`src/rtl/mem_access_unit.sv`:
```
// rtl/mem_access_unit.sv - load/store sequencer in front of the big-endian data RAM
// Checks alignment/range, drives registered RAM strobes, returns load data or a fault.
module mem_access_unit #(
  parameter int MEM_BYTES   = 512,
  parameter int WAIT_CYCLES = 1
) (
  input  logic        clk,
  input  logic        rst_n,
  input  logic        req_valid,
  output logic        req_ready,
  input  logic        req_rw,
  input  logic [1:0]  req_size,
  input  logic        req_se,
  input  logic [31:0] req_addr,
  input  logic [31:0] req_wdata,
  output logic [8:0]  ram_A,
  output logic [31:0] ram_DI,
  output logic [1:0]  ram_Size,
  output logic        ram_RW,
  output logic        ram_E,
  output logic        ram_SE,
  input  logic [31:0] ram_DO,
  output logic        rsp_valid,
  input  logic        rsp_ready,
  output logic [31:0] rsp_rdata,
  output logic        rsp_fault,
  output logic        rsp_is_load,
  output logic [7:0]  fault_count
);

  typedef enum logic [1:0] {IDLE, ACCESS, RESP} state_t;

  state_t      state, state_nxt;
  logic [3:0]  wait_cnt;
  logic [2:0]  nbytes;
  logic [32:0] end_addr;
  logic        accept;
  logic        fault;

  assign accept = req_valid & req_ready;

  always_comb begin
    nbytes = 3'd1;
    case (req_size)
      2'b01:   nbytes = 3'd2;
      2'b10:   nbytes = 3'd4;
      default: nbytes = 3'd1;
    endcase
  end

  // One bit wider than the address so a wrap past 2^32 still counts as out of range.
  assign end_addr = {1'b0, req_addr} + {30'd0, nbytes};
  assign fault    = (req_size == 2'b11)
                  | ((req_size == 2'b01) & req_addr[0])
                  | ((req_size == 2'b10) & (req_addr[1:0] != 2'b00))
                  | (end_addr > 33'(MEM_BYTES));

  always_ff @(posedge clk or negedge rst_n) begin
    if (!rst_n) state <= IDLE;
    else        state <= state_nxt;
  end

  always_comb begin
    state_nxt = state;
    case (state)
      IDLE:    if (accept) state_nxt = fault ? RESP : ACCESS;
      ACCESS:  if (wait_cnt == 4'd0) state_nxt = RESP;
      RESP:    if (rsp_ready) state_nxt = IDLE;
      default: state_nxt = IDLE;
    endcase
  end

  // Handshake outputs are registered so both read 0 throughout reset.
  always_ff @(posedge clk or negedge rst_n) begin
    if (!rst_n) begin
      req_ready   <= 1'b0;
      rsp_valid   <= 1'b0;
      rsp_rdata   <= 32'd0;
      rsp_fault   <= 1'b0;
      rsp_is_load <= 1'b0;
      fault_count <= 8'd0;
      ram_A       <= 9'd0;
      ram_DI      <= 32'd0;
      ram_Size    <= 2'd0;
      ram_RW      <= 1'b0;
      ram_E       <= 1'b0;
      ram_SE      <= 1'b0;
      wait_cnt    <= 4'd0;
    end else begin
      req_ready <= (state_nxt == IDLE);
      rsp_valid <= (state_nxt == RESP);
      if (state == IDLE && accept) begin
        rsp_is_load <= ~req_rw;
        if (fault) begin
          rsp_fault <= 1'b1;
          rsp_rdata <= 32'd0;
          if (fault_count != 8'hFF) fault_count <= fault_count + 8'd1;
        end else begin
          rsp_fault <= 1'b0;
          ram_A     <= req_addr[8:0];
          ram_DI    <= req_wdata;
          ram_Size  <= req_size;
          ram_SE    <= req_se;
          ram_RW    <= req_rw;
          ram_E     <= 1'b1;
          wait_cnt  <= 4'(WAIT_CYCLES - 1);
        end
      end
      // Address/data/size stay put after exit so the RAM never sees them move under E.
      if (state == ACCESS) begin
        if (wait_cnt == 4'd0) begin
          rsp_rdata <= ram_RW ? 32'd0 : ram_DO;
          ram_E     <= 1'b0;
          ram_RW    <= 1'b0;
        end else begin
          wait_cnt <= wait_cnt - 4'd1;
        end
      end
    end
  end

endmodule

```
`config.mk`:
```
export PLATFORM = sky130hd
export DESIGN_NAME = mem_access_unit
export DESIGN_NICKNAME = d
export VERILOG_FILES = /design/src/rtl/mem_access_unit.sv
export SDC_FILE = /design/constraint.sdc
export NUM_CORES = 1
export LEC_CHECK = 0
export ABC_CLOCK_PERIOD_IN_PS = 1800
export CAP_MARGIN = 40
export CORE_AREA = 8 8 118 120
export DETAILED_ROUTE_END_ITERATION = 10
export DIE_AREA = 0 0 126 128
export GPL_ROUTABILITY_DRIVEN = 0
export PLACE_DENSITY = 0.75
export SLEW_MARGIN = 25
export SYNTH_ARGS = -nofsm -noshare
export SYNTH_HDL_FRONTEND = slang
export SYNTH_SLANG_ARGS = --single-unit
```
`constraint.sdc`:
```
create_clock -name clk -period 1.8 [get_ports clk]
set_input_delay 0.27 -clock clk [delete_from_list [all_inputs] [get_ports clk]]
set_output_delay 0.27 -clock clk [all_outputs]
set_load 0.05 [all_outputs]
```
==> results of run 1 <==
critical path, stage by stage:
cell and delay [ps]:
buf_8 100, inv_4 40, ha_4 200, ha_4 170
fa_2 380, buf_6 140, a21oi_4 180, buf_4 150
nor4_4 40, nor2_1 100, a31o_1 110, nand3_1 70
a211o_1 350, nor3_4 230, buf_6 140, buf_12 130
buf_12 140, mux2_4 300
final timing paths:
kind	from	to	cells after the start
worst min register to register	rsp_rdata[1]	rsp_rdata[1]	1
worst max register to register	wait_cnt[0]	rsp_rdata[6]	7
max in group asynchronous	rst_n	ram_E	3
worst max-delay path	req_size[0]	ram_DI[15]	18
worst min-delay path	req_size[1]	ram_Size[1]	2
min in group asynchronous	rst_n	ram_A[1]	2
flip-flops by register name, summed over array words and instances (netlist names):
| signal | count |
|---|---|
| ram_E | 1 |
| state | 2 |
| rsp_fault | 1 |
| ram_Size | 2 |
| ram_SE | 1 |
| ram_A | 9 |
| rsp_valid | 1 |
| ram_DI | 32 |
| ram_RW | 1 |
| fault_count | 8 |
| wait_cnt | 4 |
| rsp_rdata | 32 |
| rsp_is_load | 1 |
| req_ready | 1 |
per-layer routing:
layer / share of wire (%) / GRT usage [%] / routed length, um / vias up
met5: 0 / 0 / 0 / -
met4: 1.6 / 5.59 / 240 / 0
met3: 4.9 / 3.66 / 716 / 16
met2: 53 / 32.7 / 7790 / 129
met1: 41 / 20.9 / 6010 / 1992
li1: - / - / - / 1933
Yosys cell counts, drive strengths merged (2+ instances only):
library cell / instances
dfrtp: 96
mux2: 47
a22o: 32
nor2: 22
nand2: 15
nand3: 14
nand4: 14
a21oi: 10
buf: 10
ha: 9
and3: 8
inv: 7
xnor2: 7
and2: 6
nor3: 6
nor4: 6
o21ai: 6
xor2: 6
nand2b: 5
o22ai: 4
and4: 3
clkbuf: 3
mux2i: 3
nor2b: 3
nor3b: 3
a21o: 2
a22oi: 2
a31oi: 2
or3: 2
per-stage QoR:
stage	TNS, ps	instance area [um^2]	utilization (%)	worst slack [ps]	hold slack [ps]
after floorplan	-115800	4750	-	-1380	-25.6
after global placement	-180890	7250	59.4	-2020	269
after detailed placement	-186460	7250	59.4	-2090	280
after CTS	-109660	7970	65.3	-1230	172
after global routing	-116330	8130	66.6	-1330	174
final	-107160	8130	66.6	-1240	183
power by group through the flow:
stage	sequential (uW)	clock, uW	combinational [uW]
finish	2320	2050	1420
global route	2340	2180	1530
CTS	2320	2100	1410
detailed placement	2360	0	1370
global placement	2360	0	1350
floorplan	2630	0	423
final cells by class:
class / instances / share of cell area (%)
clock buffer: 10 / 2.82
clock inverter: 6 / 1.14
inverter: 7 / 0.354
multi-input combinational: 254 / 29.6
sequential: 96 / 29.6
tap: 150 / 2.31
timing repair buffer: 280 / 34.2
kinds of logic (layout without fill, tap and decap cells):
family                   Yosys count  in the layout
AO/OA/AOI/OAI                     69             69
XOR/XNOR                          13             13
adder cells (fa/ha/maj)           10             10
buffers and inverters             20            303
flip-flops                        96             96
multiplexers                      50             50
AND/OR/NAND/NOR                  112            112
timing repair:
item	CTS	global route
pin swaps	15	11
hold buffers	1	0
endpoints found under the hold margin	35	0
setup buffers	11	4
cloned	4	0
resized for setup	70	44
endpoints found under the setup margin	97	125
==> summary.txt, run 1 <==
Run status
  – Status: finished with violations
  – Failing checks: setup timing

Logic synthesis
  – Simple-Gate Fraction of Synth Area: 15.3%
  – Yosys top cell by area: dfrtp_1
  – Mapped cell area: roughly 4600 um^2
  – Post-synthesis compound-gate area fraction: about an eighth
  – Synth area leaders: dfrtp_1, mux2_1, a22o_1
  – Synth unique cells: 59
  – Adder-Cell Fraction of Synth Area: around 2.9%
  – Post-synth top area share: 52.5%
  – Mux contribution to synthesized area: around 12%
  – Xor and xnor area share after synthesis: about 2.5%
  – Seq cells post-synth: 96
  – Synth Instances: 370
  – Mapped Nets: 484
  – Post-synthesis sequential area ratio: between 50% and 60%
  – EDFF count, synth: 0
  – Largest family of logic cells by synthesized area: simple AND/OR/NAND/NOR gates
  – Primary FF master, synth: dfrtp_1
  – Syn. warnings: 0
  – Syn Area/Cell: 12.4 um^2
  – FFs w/ async S/R, synth: 100%

Global routing
  – Total gr overflow: 0
  – Vias in the first global route: 4,555
  – Global-route wire length before repair: 23,700 um
  – Initial antenna violation count: 0
  – Gr usage total: roughly 18%
  – Largest net degree at the start of global routing: 38

Clock tree
  – CTS tree: done
  – Skew-Pair Late Insertion Delay: approximately 330 ps
  – Maximum clock insertion buffer count: 2
  – Clk slew on worst S/H paths: 70 ps
  – Num CTS Buffers: 9
  – Clock tree root driver cell: clkbuf_16
  – Clock sinks: 96
  – H-tree depth: 3

Placement
  – Hpwl dp: 10,900 um
  – Placed cells: 768
  – Port bufs: 193

Power and ir drop
  – Max VDD drop: 433 uV
  – Clk pwr share: between 30% and 40%
  – Power Total: 5790 uW
  – P_sw: 1650 uW
  – Internal power: 4140 uW
  – Logic pwr share: 24.6%
  – Flop pwr share: around two fifths
  – Leak pwr: roughly 0.0043 uW
  – P per Cell Area: 712 nW/um^2
  – Sw frac: 28.5%

STA
  – Final hold viol count: 0
  – Endpoints failing setup: 94
  – Final Cycle Share: 169%
  – Unrepaired setup endpoints after global routing: yes
  – Worst Tran Pin Value: 547 ps
  – Max Clock Skew: 7.83 ps
  – Setup WS post-layout: -1240 ps
  – Fin crit period: between 3000 and 4000 ps
  – Rel. slew slack: a little under two thirds
  – Final Slew Violations: 0
  – Max Fclk: 0.329 GHz

Final layout
  – Share of cells above drive strength 1: between 30% and 40%
  – Area growth syn-to-layout: 77.7%
  – Commonest non-fill, non-tap cell in the layout: clkdlybuf4s50_1
  – Nets: about 760
  – Final cell count without fillers: 803
  – Filler Cells Inserted: 899
  – Footprint of the multi-input gates: roughly 2400 um^2
  – Diode count: 0
  – Most frequent cells in the layout: clkdlybuf4s50_1, buf_4, dfrtp_1
  – Reg area: 2400 um^2

Setup path
  – Startpoint Class: input pin
  – Worst path required time: ~2000 ps
  – Setup Crit Path Kind: in -> reg
  – Max FO, Critical Path: 7
  – Worst path arrival time: 3250 ps
  – Setup crit end kind: flop
  – Flop2flop setup slack: -30 ps

Floorplanning
  – Rows: between 40 and 50
  – Die span in x: 126 um
  – Initial cell density of the core: around 37%
  – IO Pins: ~190
  – Area of the die: 16,100 um^2
  – Die height: 128 um
  – Core area: 12,200 um^2

Route
  – Router iterations before antenna repair: 4
  – Antenna-violating nets left: 0
  – DRT iter0 DRCs: 210
  – DR vias/cell: just over 5
  – Drt total wl: around 15,000 um
  – DRC: 0
  – Avg WL per Cell: 18.4 um
  – DR vias: around 4,100

Flow run
  – Max Cap Viol: 0

Min path
  – Worst min path class: in -> reg
Power figures use the tool's default switching activity.
==> run 2, diff against run 1 <==
- SETUP_SLACK_MARGIN: unset -> 0.5
==> run 2 against run 1 <==
  * The run still ends with setup timing left
  * Utilization decreased by 2.7 points
  * Power is essentially flat
  * Sequential power about the same
==> summary.txt, run 2 (same netlist as run 1, synthesis figures left out) <==
Run status
  – Status: finished with violations
  – Failing checks: setup timing

Clock tree
  – Maximum clock insertion buffer count: 2 (unchanged)
  – Num CTS Buffers: 9 (unchanged)
  – Skew-Pair Late Insertion Delay: 330 ps (about the same)
  – Clock tree root driver cell: clkbuf_16
  – Clk slew on worst S/H paths: 70 ps (about the same)
  – CTS tree: done
  – Clock sinks: 96 (unchanged)
  – H-tree depth: 3 (unchanged)

Power and ir drop
  – Sw frac: 28.6% (+0.068 points)
  – Max VDD drop: 437 uV (+1.1%)
  – Logic pwr share: 24.5% (about the same)
  – Leak pwr: 0.00380 uW (-11%)
  – Clk pwr share: 35.3% (about the same)
  – Flop pwr share: 40.2% (about the same)
  – P_sw: 1650 uW (+0.16%)
  – P per Cell Area: 742 nW/um^2 (+4.1%)
  – Internal power: 4130 uW (-0.17%)

Setup path
  – Max FO, Critical Path: 7 (unchanged)
  – R2R depth: 7 (unchanged)
  – Setup crit end kind: flop
  – Worst path arrival time: 3250 ps (about the same)
  – Startpoint Class: input pin
  – Setup Crit Path Kind: in -> reg
  – Worst path required time: 2020 ps (about the same)

STA
  – Worst Tran Pin Value: 529 ps (-18.0 ps)
  – Final Slew Violations: 0 (unchanged)
  – Rel. slew slack: 64.7% (+1.3 points)
  – Final Cycle Share: 169% (about the same)
  – Max Clock Skew: 7.46 ps (-0.374 ps)
  – Fin crit period: 3030 ps (-1.89 ps)
  – Setup WS post-layout: -1230 ps (+1.89 ps)
  – Final hold viol count: 0 (unchanged)
  – Endpoints failing setup: 94 (unchanged)
  – Unrepaired setup endpoints after global routing: yes
  – Max Fclk: 0.330 GHz (about the same)

Final layout
  – Commonest non-fill, non-tap cell in the layout: buf_4
  – Top Registers: ram_DI: 32 flops, rsp_rdata: 32 flops, ram_A: 9 flops
  – Cell area after layout: 7800 um^2 (-4.0%)
  – Area growth syn-to-layout: 70.6%
  – Share of cells above drive strength 1: 42.6% (+8.3 points)
  – Nets: 762 (unchanged)
  – Diode count: 0 (unchanged)
  – Most frequent cells in the layout: buf_4, clkdlybuf4s50_1, dfrtp_1

Placement
  – Port bufs: 193 (unchanged)
  – Hpwl dp: 10,900 um (unchanged)
  – Cell area after placement: 7250 um^2 (unchanged)
  – Post-place setup slack: -2090 ps (unchanged)

Global routing
  – Total gr overflow: 0 (unchanged)
  – Global-route wire length before repair: 23,800 um (+0.64%)
  – Gr usage total: 18.1% (+0.10 points)
  – Initial antenna violation count: 0 (unchanged)
  – Largest net degree at the start of global routing: 38 (unchanged)
  – Vias in the first global route: 4,562 (+0.15%)

Flow run
  – Max Cap Viol: 0 (unchanged)

Floorplanning
  – Die span in x: 126 um (unchanged)
  – Core area: 12,200 um^2 (unchanged)
  – Rows: 41 (unchanged)
  – Area of the die: 16,100 um^2 (unchanged)
  – Die height: 128 um (unchanged)
  – IO Pins: 194 (unchanged)
  – Initial cell density of the core: 37.5% (unchanged)

Min path
  – Worst min path class: in -> reg
  – WHS Path Cells: 2 (unchanged)

Route
  – Router iterations before antenna repair: 4 (unchanged)
  – DRC: 0 (unchanged)
  – DR vias: 4,108 (+0.93%)
  – DRT iter0 DRCs: 179 (-15%)
  – DR vias/cell: 5.12 (+0.93%)
  – Antenna-violating nets left: 0 (unchanged)
  – Avg WL per Cell: 18.3 um (-0.49%)
  – Drt total wl: 14,700 um (-0.49%)
## run 2: cell count changes in the layout (fill, tap and decap cells not counted), sizes merged
cell / change
dlygate4sd2: -5
buf: +53
clkdlybuf4s50: -17
dlymetal6s2s: -31
## run 2: layout make-up
type                       count  area [um^2]
clock inverter                 6         92.6
sequential                    96         2400
tap                          150          188
fill                         952         4410
multi-input combinational    254         2410
inverter                       7         28.8
clock buffer                  10          229
timing repair buffer         280         2450
## run 2: power by group through the flow
stage	Sequential, uW	Combinational, uW	Clock, uW
after floorplan	2630	423	0
after global placement	2360	1350	0
after detailed placement	2360	1370	0
after CTS	2320	1400	2100
after global routing	2340	1520	2180
final	2320	1420	2040
## run 2: final timing paths
path / from / endpoint / slack, ps
hold / removal: req_size[1] / ram_Size[1] / 190
max in group asynchronous: rst_n / ram_E / 780
min in group asynchronous: rst_n / ram_SE / 460
hold reg to reg: rsp_rdata[1] / rsp_rdata[1] / 500
setup / recovery: req_size[0] / ram_DI[13] / -1230
setup reg to reg: wait_cnt[0] / rsp_rdata[6] / -40
## run 2: repair_timing
item / 4_1_cts / 5_1_grt
resized for setup: 330 / 14
hold buffers: 1 / 0
buffers inserted: 11 / 3
hold endpoints to repair: 35 / 0
cloned: 4 / 0
setup endpoints to repair: 147 / 96
pin swaps: 15 / 11
## run 2: per-stage QoR
step	cells	hold slack (ps)	total power, uW	setup TNS (ps)	utilization [%]
final	803	186	5780	-107260	63.9
after global routing	803	176	6040	-117860	63.9
after CTS	800	172	5820	-109660	63.2
after detailed placement	768	280	3730	-186460	59.4
after global placement	768	269	3710	-180890	59.4
after floorplan	370	-25.6	3050	-115800	-
## run 2: worst max-delay path: stages
cell and delay [ps]:
buf_8 100, inv_4 40, ha_4 200, ha_4 160, fa_2 380, buf_6 140, a21oi_4 180, buf_4 150
nor4_4 40, nor2_1 110, a31o_1 110, nand3_1 70, a211o_1 340, nor3_4 230, buf_6 140, buf_12 130
buf_12 140, mux2_4 300
## run 2: routing by layer
metal	track usage [%]	up-vias	share of wire, %
met2	32.6	142	52
met5	0	-	0
met1	21.1	2019	41
met3	3.83	17	5.2
li1	-	1930	-
met4	5.66	0	1.9
==> run 3, diff against run 2 <==
- RECOVER_POWER: unset -> 25
==> run 3 against run 2 <==
  * The run still ends with setup timing left
  * Critical path depth did not move
  * Clock power about the same
  * Sequential share of layout area grew 0.059 points
  * Cell area decreased by 0.19%
  * Via count is essentially flat
  * Sequential cell count did not move
  * First-iteration DRC count is 7.8% higher
  * Cell count stayed put
  * Critical path type unchanged
  * Largest power group unchanged
==> summary.txt, run 3 (same netlist as run 1, synthesis figures left out) <==
Route
  – Antenna-violating nets left: 0 (unchanged)
  – Drt total wl: 14,700 um (-0.15%)
  – Router iterations before antenna repair: 4 (unchanged)
  – DR vias/cell: 5.11 (about the same)
  – DRT iter0 DRCs: 193 (+7.8%)
  – Avg WL per Cell: 18.3 um (-0.15%)
  – DR vias: 4,107 (-0.024%)
  – DRC: 0 (unchanged)

Floorplanning
  – Die span in x: 126 um (unchanged)
  – Area of the die: 16,100 um^2 (unchanged)
  – IO Pins: 194 (unchanged)
  – Core area: 12,200 um^2 (unchanged)
  – Die height: 128 um (unchanged)
  – Initial cell density of the core: 37.5% (unchanged)
  – Rows: 41 (unchanged)

Global routing
  – Met1 GRT Util: 21.1% (unchanged)
  – Grt met2 use: 32.6% (unchanged)
  – Grt met3 use: 3.83% (unchanged)
  – Vias in the first global route: 4,562 (unchanged)
  – Initial antenna violation count: 0 (unchanged)
  – GR peak layer: met2
  – Global-route wire length before repair: 23,800 um (unchanged)
  – Largest net degree at the start of global routing: 38 (unchanged)
  – Total gr overflow: 0 (unchanged)
  – Gr usage total: 18.1% (unchanged)

Clock tree
  – Clk slew on worst S/H paths: 70 ps (about the same)
  – Skew-Pair Late Insertion Delay: 330 ps (about the same)
  – Clock tree root driver cell: clkbuf_16
  – Clock sinks: 96 (unchanged)
  – H-tree depth: 3 (unchanged)
  – CTS tree: done
  – Num CTS Buffers: 9 (unchanged)
  – Maximum clock insertion buffer count: 2 (unchanged)

Run status
  – Status: finished with violations
  – Failing checks: setup timing

Min path
  – Hold Crit Start: req_size[1]
  – Worst min path class: in -> reg
  – Hold endpoint: ram_Size[1]
  – WHS Path Cells: 2 (unchanged)

Final layout
  – Diode count: 0 (unchanged)
  – Share of cells above drive strength 1: 42.6% (unchanged)
  – Area growth syn-to-layout: 70.2%
  – Top Registers: ram_DI: 32 flops, rsp_rdata: 32 flops, ram_A: 9 flops
  – Commonest non-fill, non-tap cell in the layout: buf_4
  – Filler Cells Inserted: 955 (+0.32%)
  – Most frequent cells in the layout: buf_4, clkdlybuf4s50_1, dfrtp_1
  – Nets: 762 (unchanged)
  – Cell area after layout: 7780 um^2 (-0.19%)

Placement
  – Port bufs: 193 (unchanged)
  – Hpwl dp: 10,900 um (unchanged)
  – Cell area after placement: 7250 um^2 (unchanged)

STA
  – Final Cycle Share: 169% (about the same)
  – Setup WS post-layout: -1230 ps (+1.02 ps)
  – Max Clock Skew: 7.46 ps (unchanged)
  – Final hold viol count: 0 (unchanged)
  – Final Slew Violations: 0 (unchanged)
  – Fin crit period: 3030 ps (-1.02 ps)
  – Endpoints failing setup: 94 (unchanged)
  – Unrepaired setup endpoints after global routing: yes
  – Worst Tran Pin Value: 984 ps (+455 ps)
  – Rel. slew slack: 34.4% (-30 points)
  – Max Fclk: 0.330 GHz (about the same)

Setup path
  – Max FO, Critical Path: 7 (unchanged)
  – Worst path required time: 2020 ps (about the same)
  – R2r endpoint: rsp_rdata[6]
  – Setup crit end kind: flop
  – Worst path arrival time: 3250 ps (about the same)
  – Critical R2R Launch: wait_cnt[0]
  – R2R depth: 7 (unchanged)
  – Flop2flop setup slack: -40 ps (about the same)
  – Setup Crit Path Kind: in -> reg
  – Startpoint Class: input pin

Power and ir drop
  – Max VDD drop: 438 uV (about the same)
  – P per Cell Area: 742 nW/um^2 (about the same)
  – Power Total: 5780 uW (-0.11%)
  – Leak pwr: 0.00379 uW (-0.14%)

Flow run
  – Max Cap Viol: 0 (unchanged)
run 3: routing by layer:
metal,part of all wire (%),wire length (um)
met4,1.9,276
met3,4.9,721
met1,41,5990
met5,0,0
met2,52,7680
run 3: worst max-delay path by stage:
stage / from / to / cells past startpoint
floorplan: req_size[1] / ram_A[2] / 12
global placement: req_size[1] / ram_A[2] / 13
detailed placement: req_size[1] / ram_A[5] / 13
CTS: req_size[0] / ram_DI[14] / 16
global route: req_size[0] / ram_DI[16] / 16
finish: req_size[0] / ram_DI[13] / 18
run 3: through the flow:
| step | setup TNS [ps] | hold WS (ps) | util (%) | instances | worst slack [ps] |
|---|---|---|---|---|---|
| floorplan | -115800 | -25.6 | - | 370 | -1380 |
| global placement | -180890 | 269 | 59.4 | 768 | -2020 |
| detailed placement | -186460 | 280 | 59.4 | 768 | -2090 |
| CTS | -109660 | 172 | 63.2 | 800 | -1230 |
| global route | -118270 | 176 | 63.8 | 803 | -1350 |
| finish | -107140 | 186 | 63.8 | 803 | -1230 |
run 3: critical path: stages:
cell     delay, ps
buf_8          100
inv_4           40
ha_4           200
ha_4           160
fa_2           380
buf_6          140
a21oi_4        180
buf_4          150
nor4_4          40
nor2_1         110
a31o_1         110
nand3_1         70
a211o_1        340
nor3_4         230
buf_6          140
buf_12         130
buf_12         140
mux2_4         300
run 3: timing repair:
action | in CTS | in global routing
resized for setup | 330 | 14
setup endpoints to repair | 147 | 96
gates cloned | 4 | 0
pin swaps | 15 | 11
hold endpoints to repair | 35 | 0
hold buffers | 1 | 0
setup buffers | 11 | 3
run 3: final cells by class:
type | instances | area [um^2] | area share [%]
timing repair buffer | 280 | 2430 | 31.2
multi-input combinational | 254 | 2410 | 31.0
clock inverter | 6 | 92.6 | 1.19
clock buffer | 10 | 229 | 2.94
inverter | 7 | 28.8 | 0.370
tap | 150 | 188 | 2.41
sequential | 96 | 2400 | 30.9
run 3: power by group:
part	switching (uW)	internal, uW	leakage [uW]
Sequential	78.9	2240	0.00132
Combinational	759	654	0.00232
Clock	814	1230	0.000155
